===== src/rtl/core_pkg.sv =====
// Shared owner encoding and default widths for the memory port arbiter.
package core_pkg;

    localparam int unsigned ADDR_W_DEF = 16;
    localparam int unsigned DATA_W_DEF = 32;

    typedef logic [1:0] owner_t;

    localparam owner_t OWN_NONE  = 2'd0;
    localparam owner_t OWN_FETCH = 2'd1;
    localparam owner_t OWN_DATA  = 2'd2;

    // Map a one-hot grant vector (bit0 fetch, bit1 data) to its owner code.
    function automatic owner_t owner_of(input logic [1:0] gnt);
        if (gnt[1]) begin
            return OWN_DATA;
        end else if (gnt[0]) begin
            return OWN_FETCH;
        end
        return OWN_NONE;
    endfunction

endpackage


===== src/rtl/rr_pick2.sv =====
// Two-input round-robin picker: bit0 = fetch, bit1 = data. Lock restricts
// the choice to the data side; a tie goes to whichever side did not win last.
module rr_pick2
    import core_pkg::*;
(
    input  logic [1:0] i_req,
    input  owner_t     i_last,
    input  logic       i_lock,
    output logic [1:0] o_gnt_c
);

    // Select at most one requester.
    always_comb begin
        o_gnt_c = 2'b00;
        if (i_lock) begin
            o_gnt_c = {i_req[1], 1'b0};
        end else begin
            case (i_req)
                2'b01:   o_gnt_c = 2'b01;
                2'b10:   o_gnt_c = 2'b10;
                2'b11:   o_gnt_c = (i_last == OWN_FETCH) ? 2'b10 : 2'b01;
                default: o_gnt_c = 2'b00;
            endcase
        end
    end

endmodule


===== src/rtl/mem_port_arbiter.sv =====
// Shares one single-port synchronous memory between instruction fetch and
// load/store. Grants are same-cycle; responses return one cycle later to the
// owner recorded at grant time. The data side may lock the port across RMW.
module mem_port_arbiter
    import core_pkg::*;
#(
    parameter int unsigned ADDR_W = ADDR_W_DEF,
    parameter int unsigned DATA_W = DATA_W_DEF
) (
    input  logic                clk,
    input  logic                rst,
    input  logic                i_req,
    input  logic [ADDR_W-1:0]   i_addr,
    output logic                i_gnt,
    output logic                i_rvalid,
    output logic [DATA_W-1:0]   i_rdata,
    input  logic                d_req,
    input  logic                d_we,
    input  logic [DATA_W/8-1:0] d_be,
    input  logic [ADDR_W-1:0]   d_addr,
    input  logic [DATA_W-1:0]   d_wdata,
    input  logic                d_lock,
    output logic                d_gnt,
    output logic                d_rvalid,
    output logic [DATA_W-1:0]   d_rdata,
    output logic                m_en,
    output logic                m_we,
    output logic [DATA_W/8-1:0] m_be,
    output logic [ADDR_W-1:0]   m_addr,
    output logic [DATA_W-1:0]   m_wdata,
    input  logic [DATA_W-1:0]   m_rdata
);

    owner_t     r_last_owner;
    owner_t     r_resp_owner;
    logic       r_lock_held;
    logic [1:0] w_pick;
    logic [1:0] w_gnt;

    rr_pick2 u_pick (
        .i_req   ({d_req, i_req}),
        .i_last  (r_last_owner),
        .i_lock  (r_lock_held),
        .o_gnt_c (w_pick)
    );

    // No grant may escape while reset is asserted.
    assign w_gnt = w_pick & {2{rst}};
    assign i_gnt = w_gnt[0];
    assign d_gnt = w_gnt[1];

    // Steer the granted requester onto the memory port; idle port is all zero.
    always_comb begin
        m_en    = 1'b0;
        m_we    = 1'b0;
        m_be    = '0;
        m_addr  = '0;
        m_wdata = '0;
        if (w_gnt[1]) begin
            m_en    = 1'b1;
            m_we    = d_we;
            m_be    = d_be;
            m_addr  = d_addr;
            m_wdata = d_wdata;
        end else if (w_gnt[0]) begin
            m_en    = 1'b1;
            m_be    = '1;
            m_addr  = i_addr;
        end
    end

    // Track fairness history, lock ownership and who receives next response.
    always_ff @(posedge clk or negedge rst) begin
        if (!rst) begin
            r_last_owner <= OWN_FETCH;
            r_lock_held  <= 1'b0;
            r_resp_owner <= OWN_NONE;
        end else begin
            r_resp_owner <= owner_of(w_gnt);
            if (|w_gnt) begin
                r_last_owner <= owner_of(w_gnt);
            end
            if (w_gnt[1]) begin
                r_lock_held <= d_lock;
            end
        end
    end

    assign i_rvalid = (r_resp_owner == OWN_FETCH);
    assign d_rvalid = (r_resp_owner == OWN_DATA);
    assign i_rdata  = m_rdata;
    assign d_rdata  = m_rdata;

endmodule


===== config.mk =====
export PLATFORM = sky130hd
export DESIGN_NAME = mem_port_arbiter
export DESIGN_NICKNAME = d
export VERILOG_FILES = /design/src/rtl/core_pkg.sv /design/src/rtl/rr_pick2.sv /design/src/rtl/mem_port_arbiter.sv
export SDC_FILE = /design/constraint.sdc
export NUM_CORES = 1
export LEC_CHECK = 0
export BUFFER_PORTS_ARGS = -buffer_cell sky130_fd_sc_hd__buf_2
export CORE_AREA = 2 2 89 91
export DETAILED_ROUTE_END_ITERATION = 12
export DIE_AREA = 0 0 91 93
export GPL_TIMING_DRIVEN = 0
export PLACE_DENSITY = 0.65
export SLEW_MARGIN = 5
export SYNTH_ARGS = -nofsm -noshare
export SYNTH_HDL_FRONTEND = slang
export SYNTH_SLANG_ARGS = --single-unit

===== constraint.sdc =====
create_clock -name clk -period 3.1 [get_ports clk]
set_clock_uncertainty 0.1 [all_clocks]
set_input_delay 0.155 -clock clk [delete_from_list [all_inputs] [get_ports clk]]
set_output_delay 0.155 -clock clk [all_outputs]
set_load 0.02 [all_outputs]

==> metrics.md, run 1 <==
| Metric | Value |
|---|---|
| PostCTS Resize Cnt | `0` |
| Cell Rows | `32` |
| Synth Register Bits | `5` |
| Synth Area in Compound Gates | `20.5%` |
| Peak fanout along the critical path | `12` |
| CP cell instances | `dlygate4sd3_1 > buf_2 > nand2_2 > a21oi_4 > buf_6 > a22o_1 > buf_2` |
| Clock Path Buffers | `2` |
| Syn Area/Cell | `8.24 um2` |
| Power Total | `711 uW` |
| ANT cells | `0` |
| Number of global-route vias before repair | `1,537` |
| TritonCTS Sinks | `5` |
| Count leader, synth | `buf_4` |
| Crit path depth | `7` |
| Max-cap violations | `0` |
| Tmin final | `roughly 2.2 ns` |
| Overflow after GRT | `0` |
| Slowest CP cell | `dlygate4sd3_1` |
| Worst Path Required | `roughly 2.8 ns` |
| Detailed Place HPWL | `4170 um` |
| H-Tree Depth | `1` |
| # IOs | `around 230` |
| Initial antenna violation count | `0` |
| Crit. End Element | `output port` |
| Setup TNS Final | `0 ns` |
| Worst Tran Pin Value | `0.440 ns` |
| Mapped Cells | `roughly 150` |
| Clk Latency, worst-skew pair | `between 0.2 and 0.25 ns` |
| Root Driver | `clkbuf_8` |
| Buffers & Inverters on Critical Path | `4` |
| Initial core utilization | `16.1%` |
| Fill cells | `slightly above 800` |
| CP Class | `in2out` |
| Multi-input gate area | `510 um2` |
| # DRC | `0` |
| Iter 0 DRT Violations | `9` |
| Delay-heaviest family, CP | `buffers and inverters` |
| Detail Route Antenna Nets | `0` |
| Post-synth top cells | `buf_4, and2_1, a22o_1` |
| Vias per cell | `approximately 3.6` |
| Die area | `8460 um2` |
| Distinct cells, synth | `18` |
| Num CTS Buffers | `3` |
| Via Count | `1,631` |
| Nets | `454` |
| Hold Vio Cnt, Final | `0` |
| Layout cell share with drive strength beyond 1 | `between 70 and 80%` |
| Period utilization | `between 70% and 80%` |
| Relative slew slack | `70.6%` |
| Ys Warns | `0` |
| Global-route wire length before repair | `6640 um` |
| Post-synthesis sequential area ratio | `10.4%` |
| Most used DFF post-synth | `dfrtp_1` |
| CTS tree | `yes` |
| Worst Hold Class | `in2reg` |
| Final WL | `4660 um` |
| Reg-to-reg startpoint | `r_last_owner[0]` |
| CP endpoint | `m_addr[9]` |
| Die height | `93 um` |
| Largest family of logic cells by synthesized area | `buffers and inverters` |
| Horiz. Die Dim | `between 90 and 100 um` |
| Area Overhead vs Synth | `95.7%` |
| Clock-pin slew on the worst setup and hold paths | `0.03 ns` |
| Most frequent CP cell | `buf_2` |
| Slew Limit Fails | `0` |
| Synth Area in Adders | `0%` |
| Yosys top cell area share | `between 30% and 40%` |
| I/O Buffers | `between 150 and 200` |
| RSZ-0062 raised after global routing | `no` |
| Core area | `7530 um2` |
| Critical Path Start Type | `input pin` |
| Pwr dens | `300 nW/um2` |
| Final setup fails | `0` |
| Peak VDD IR | `slightly below 90 uV` |
| CP max stage delay | `roughly 0.54 ns` |
| Status | `completed` |
| WL/cell | `10.4 um` |
| Post-synth EDFFs | `0` |
| GP Congestion | `0.675` |
| R2r worst-path depth | `3` |
| Critical Path AT | `1.98 ns` |
| Multiplexer share of the synthesized area | `0.930%` |
| Xor and xnor area share after synthesis | `0%` |
| Synth area leaders | `buf_4, and2_1, a22o_1` |
| Syn_nets | `253` |
| Pin count of the biggest net entering global routing | `13` |
| Yosys top cell by area | `buf_4` |
| Post-synthesis simple-gate area fraction | `20.8%` |
| First-pass DRT Iterations | `4` |
| Peak Freq | `448 MHz` |
| Mapped Area | `1210 um2` |
| Reg2Reg Capture Point | `r_lock_held` |
| All-layer global routing usage | `9.51%` |
| Critical path origin | `rst` |
| Leakage power | `0.00154 uW` |
| Async S/R FF share, synth | `100%` |
| R2r setup slk | `1.71 ns` |
| Sequential cell area | `126 um2` |
## kinds of logic after synthesis
kind of cell,count (synthesis)
muxes,1
AOI/OAI and AO/OA,29
DFF,5
and+or+nand+nor,39
buffers and inverters,73
## how the worst min path moves through the flow
stage | to | cells past startpoint | startpoint
6_report | r_lock_held | 2 | d_lock
5_1_grt | r_lock_held | 2 | d_lock
4_1_cts | r_lock_held | 2 | d_lock
3_5_place_dp | r_resp_owner[1] | 1 | rst
3_3_place_gp | r_resp_owner[1] | 1 | rst
2_1_floorplan | r_last_owner[1] | 0 | rst
## per-stage QoR
step | instances | hold slack (ns) | setup slack, ns | cell area [um2] | utilization [%]
6_report | 449 | 0.0509 | 0.867 | 2370 | 31.5
3_3_place_gp | 444 | -0.0835 | 1.26 | 2310 | 30.8
4_1_cts | 449 | 0.0471 | 0.843 | 2370 | 31.5
5_1_grt | 449 | 0.0516 | 0.729 | 2370 | 31.5
3_5_place_dp | 444 | -0.0844 | 1.26 | 2310 | 30.8
2_1_floorplan | 147 | -0.241 | 1.53 | 1210 | -
## repair_timing
item | 4_1_cts | 5_1_grt
hold buffers | 1 | 0
hold endpoints to repair | 5 | 0
buffers inserted | 0 | 0
## area by class of cell
class                   count  share of cell area, %
repair buffers            196                   41.6
plain buffers              72                   24.1
multi-input cells          69                   21.5
well taps                 102                   5.39
flip-flops and latches      5                   5.33
clock buffers               4                   1.90
inverters                   1                  0.158
## layer usage
layer  wire [um]  GRT usage [%]  part of all wire [%]
met1        1650           9.75                    35
met2        2540           19.6                    55
met3         414           1.21                   8.9
met4          49           3.03                   1.1
met5           0              0                     0
## state kept, by name, indices dropped and copies added (netlist names)
name / cells
r_last_owner: 2
r_resp_owner: 2
r_lock_held: 1
## cell usage in the layout (no fill, tap or decap), types with 2 or more instances in the layout
master / count
a21oi_1: 2
buf_4: 64
a21o_1: 4
buf_6: 8
clkbuf_8: 3
nor2b_1: 3
buf_2: 195
dfrtp_1: 4
and2_1: 33
o211a_1: 2
a22o_1: 18
## power breakdown
part	internal (uW)	switching (uW)
logic	233	258
clock network	88.2	31.7
registers	85.1	15.4
total	406	305
Note: power is estimated with default switching activity, not from simulation.
==> inputs of run 2 (changes only) <==
--- a/config.mk
+++ b/config.mk
@@ -6,11 +6,11 @@
 export NUM_CORES = 1
 export LEC_CHECK = 0
 export BUFFER_PORTS_ARGS = -buffer_cell sky130_fd_sc_hd__buf_2
-export CORE_AREA = 2 2 89 91
+export CORE_AREA = 2 2 87 89
 export DETAILED_ROUTE_END_ITERATION = 12
-export DIE_AREA = 0 0 91 93
+export DIE_AREA = 0 0 89 91
 export GPL_TIMING_DRIVEN = 0
-export PLACE_DENSITY = 0.65
+export PLACE_DENSITY = 0.67
 export SLEW_MARGIN = 5
 export SYNTH_ARGS = -nofsm -noshare
 export SYNTH_HDL_FRONTEND = slang
==> constraint.sdc (replaced) <==
create_clock -name clk -period 2.2 [get_ports clk]
set_clock_uncertainty 0.1 [all_clocks]
set_input_delay 0.11 -clock clk [delete_from_list [all_inputs] [get_ports clk]]
set_output_delay 0.11 -clock clk [all_outputs]
set_load 0.02 [all_outputs]
==> run 2 against run 1 <==
Combinational power increased by 42%. Largest power group unchanged. Flip-flop and latch count unchanged. Critical path depth increased by 1. Register-to-register slack got worse by 0.80 ns. Critical path type unchanged. Routed wire length decreased by 0.17%. Critical endpoint is now m_addr[5]. Cell count increased by 0.22%. Worst hold slack got worse by 0.038 ns. Setup slack got worse by 0.62 ns.
==> metrics.md, run 2 (synthesis results as in run 1) <==
| Metric | Value |
|---|---|
| Crit. End Element | `output port` |
| Via Count | `1,630` |
| RSZ-0062 raised after global routing | `no` |
| Slew Limit Fails | `0` |
| Dpl cells | `roughly 440` |
| # DRC | `0` |
| # IOs | `about 230` |
| Clock power frac | `between 15 and 20%` |
| CTS tree | `yes` |
| Final WS setup | `approximately 0.25 ns` |
| CP Class | `in2out` |
| Detailed Place HPWL | `4120 um` |
| Combinational power share | `68.9%` |
| Layout cell share with drive strength beyond 1 | `79.4%` |
| H-Tree Depth | `1` |
| Final std cells w/o fill | `450` |
| PostCTS Resize Cnt | `0` |
| Cell Rows | `31` |
| Clock-pin slew on the worst setup and hold paths | `roughly 0.04 ns` |
| Hold Crit Depth | `2` |
| Root Driver | `clkbuf_8` |
| CP max stage delay | `0.52 ns` |
| Reg-to-reg startpoint | `r_lock_held` |
| Vias per cell | `3.62` |
| Biggest regs | `r_last_owner x2, r_resp_owner x2, r_lock_held x1` |
| Slowest CP cell | `dlygate4sd3_1` |
| Worst Hold Class | `in2reg` |
| Peak fanout along the critical path | `12` |
| Global-route wire length before repair | `6170 um` |
| Max-cap violations | `0` |
| Initial core utilization | `17.0%` |
| Setup TNS Final | `0 ns` |
| CP cell instances | `dlygate4sd3_1 > buf_2 > nand2_2 > a21oi_4 > buf_12 > buf_6 > a22o_1 > buf_2` |
| First-pass DRT Iterations | `4` |
| Clk Latency, worst-skew pair | `between 0.2 and 0.25 ns` |
| Switching Share | `42.6%` |
| Commonest non-fill, non-tap cells in the layout | `buf_2, buf_4, and2_1` |
| Die height | `91 um` |
| Peak Freq | `512 MHz` |
| I/O Buffers | `195` |
| Detail Route Antenna Nets | `0` |
| Relative slew slack | `85.5%` |
| Num CTS Buffers | `3` |
| Leakage power | `about 0.0016 uW` |
| All-layer global routing usage | `9.50%` |
| Hold Vio Cnt, Final | `0` |
| Final WL | `4650 um` |
| Clock Path Buffers | `2` |
| Number of global-route vias before repair | `1,449` |
| Horiz. Die Dim | `just under 90 um` |
| Area Overhead vs Synth | `98.0%` |
| Period utilization | `88.7%` |
| Worst Tran Pin Value | `around 0.22 ns` |
| Most frequent CP cell | `buf_2` |
| Nets | `456` |
| R2r worst-path depth | `5` |
| Net Sw Power | `432 uW` |
| Post-place setup slack | `0.447 ns` |
| TritonCTS Sinks | `5` |
| Pin count of the biggest net entering global routing | `13` |
| Overflow after GRT | `0` |
| Critical path origin | `rst` |
| Critical Path AT | `1.74 ns` |
| Tmin final | `1.95 ns` |
| Core area | `about 7100 um2` |
| Commonest non-fill, non-tap cell in the layout | `buf_2` |
| P_int | `about 580 uW` |
| Iter 0 DRT Violations | `between 40 and 50` |
| Status | `completed` |
| GP Congestion | `0.742` |
| Peak VDD IR | `between 150 and 200 uV` |
| Pwr dens | `around 420 nW/um2` |
| WL/cell | `10.3 um` |
| Seq pwr share | `between 10% and 20%` |
| Min-delay src | `d_lock` |
| Die area | `just over 8000 um2` |
| Initial antenna violation count | `2` |
| Critical Path Start Type | `input pin` |
| Worst Path Required | `1.99 ns` |
| Final setup fails | `0` |
[run 2: worst paths after layout]
check / endpoint / slack (ns)
max: m_addr[5] / 0.25
min: r_lock_held / 0.01
max in group asynchronous: r_last_owner[0] / 1.58
min in group asynchronous: r_lock_held / 0.17
min reg2reg: r_lock_held / 0.41
max reg2reg: r_lock_held / 0.91
[run 2: what timing repair did]
action / in CTS / in global routing
setup endpoints to repair: 0 / 11
endpoints found under the hold margin: 5 / 0
hold buffers: 1 / 0
setup buffers: 0 / 2
[run 2: power groups by stage]
stage | registers (uW) | logic (uW) | clock network [uW]
finish | 142 | 698 | 173
global route | 145 | 748 | 181
CTS | 142 | 695 | 176
detailed placement | 142 | 692 | 0
global placement | 140 | 688 | 0
floorplan | 137 | 469 | 0
[run 2: cell type report]
cell class	instances	area, um2
Tap cell	99	124
Timing Repair Buffer	198	1010
Fill cell	778	4740
Multi-Input combinational cell	69	510
Clock buffer	4	45.0
Antenna cell	2	5.00
Inverter	1	3.75
Sequential cell	5	126
Buffer	72	571
[run 2: worst max-delay path: cells and delay by family]
kind            cells  cell delay, ns
simple gates        1            0.13
buf+inv             5            1.21
compound gates      2            0.28
[run 2: per-stage QoR]
| stage | total power, uW | instance area [um2] | hold WS [ns] | utilization (%) |
|---|---|---|---|---|
| global placement | 828 | 2310 | -0.128 | 32.4 |
| detailed placement | 834 | 2310 | -0.124 | 32.4 |
| finish | 1010 | 2400 | 0.0126 | 33.6 |
| global route | 1070 | 2390 | 0.0305 | 33.5 |
| floorplan | 606 | 1210 | -0.286 | - |
| CTS | 1010 | 2370 | 0.00988 | 33.2 |
[run 2: routing by layer]
| layer | track usage [%] | up-vias | routed length (um) |
|---|---|---|---|
| met4 | 2.49 | 0 | 37 |
| met3 | 3.27 | 5 | 610 |
| met1 | 9.68 | 686 | 1630 |
| met5 | 0 | - | 0 |
| li1 | - | 826 | - |
| met2 | 17.9 | 113 | 2380 |
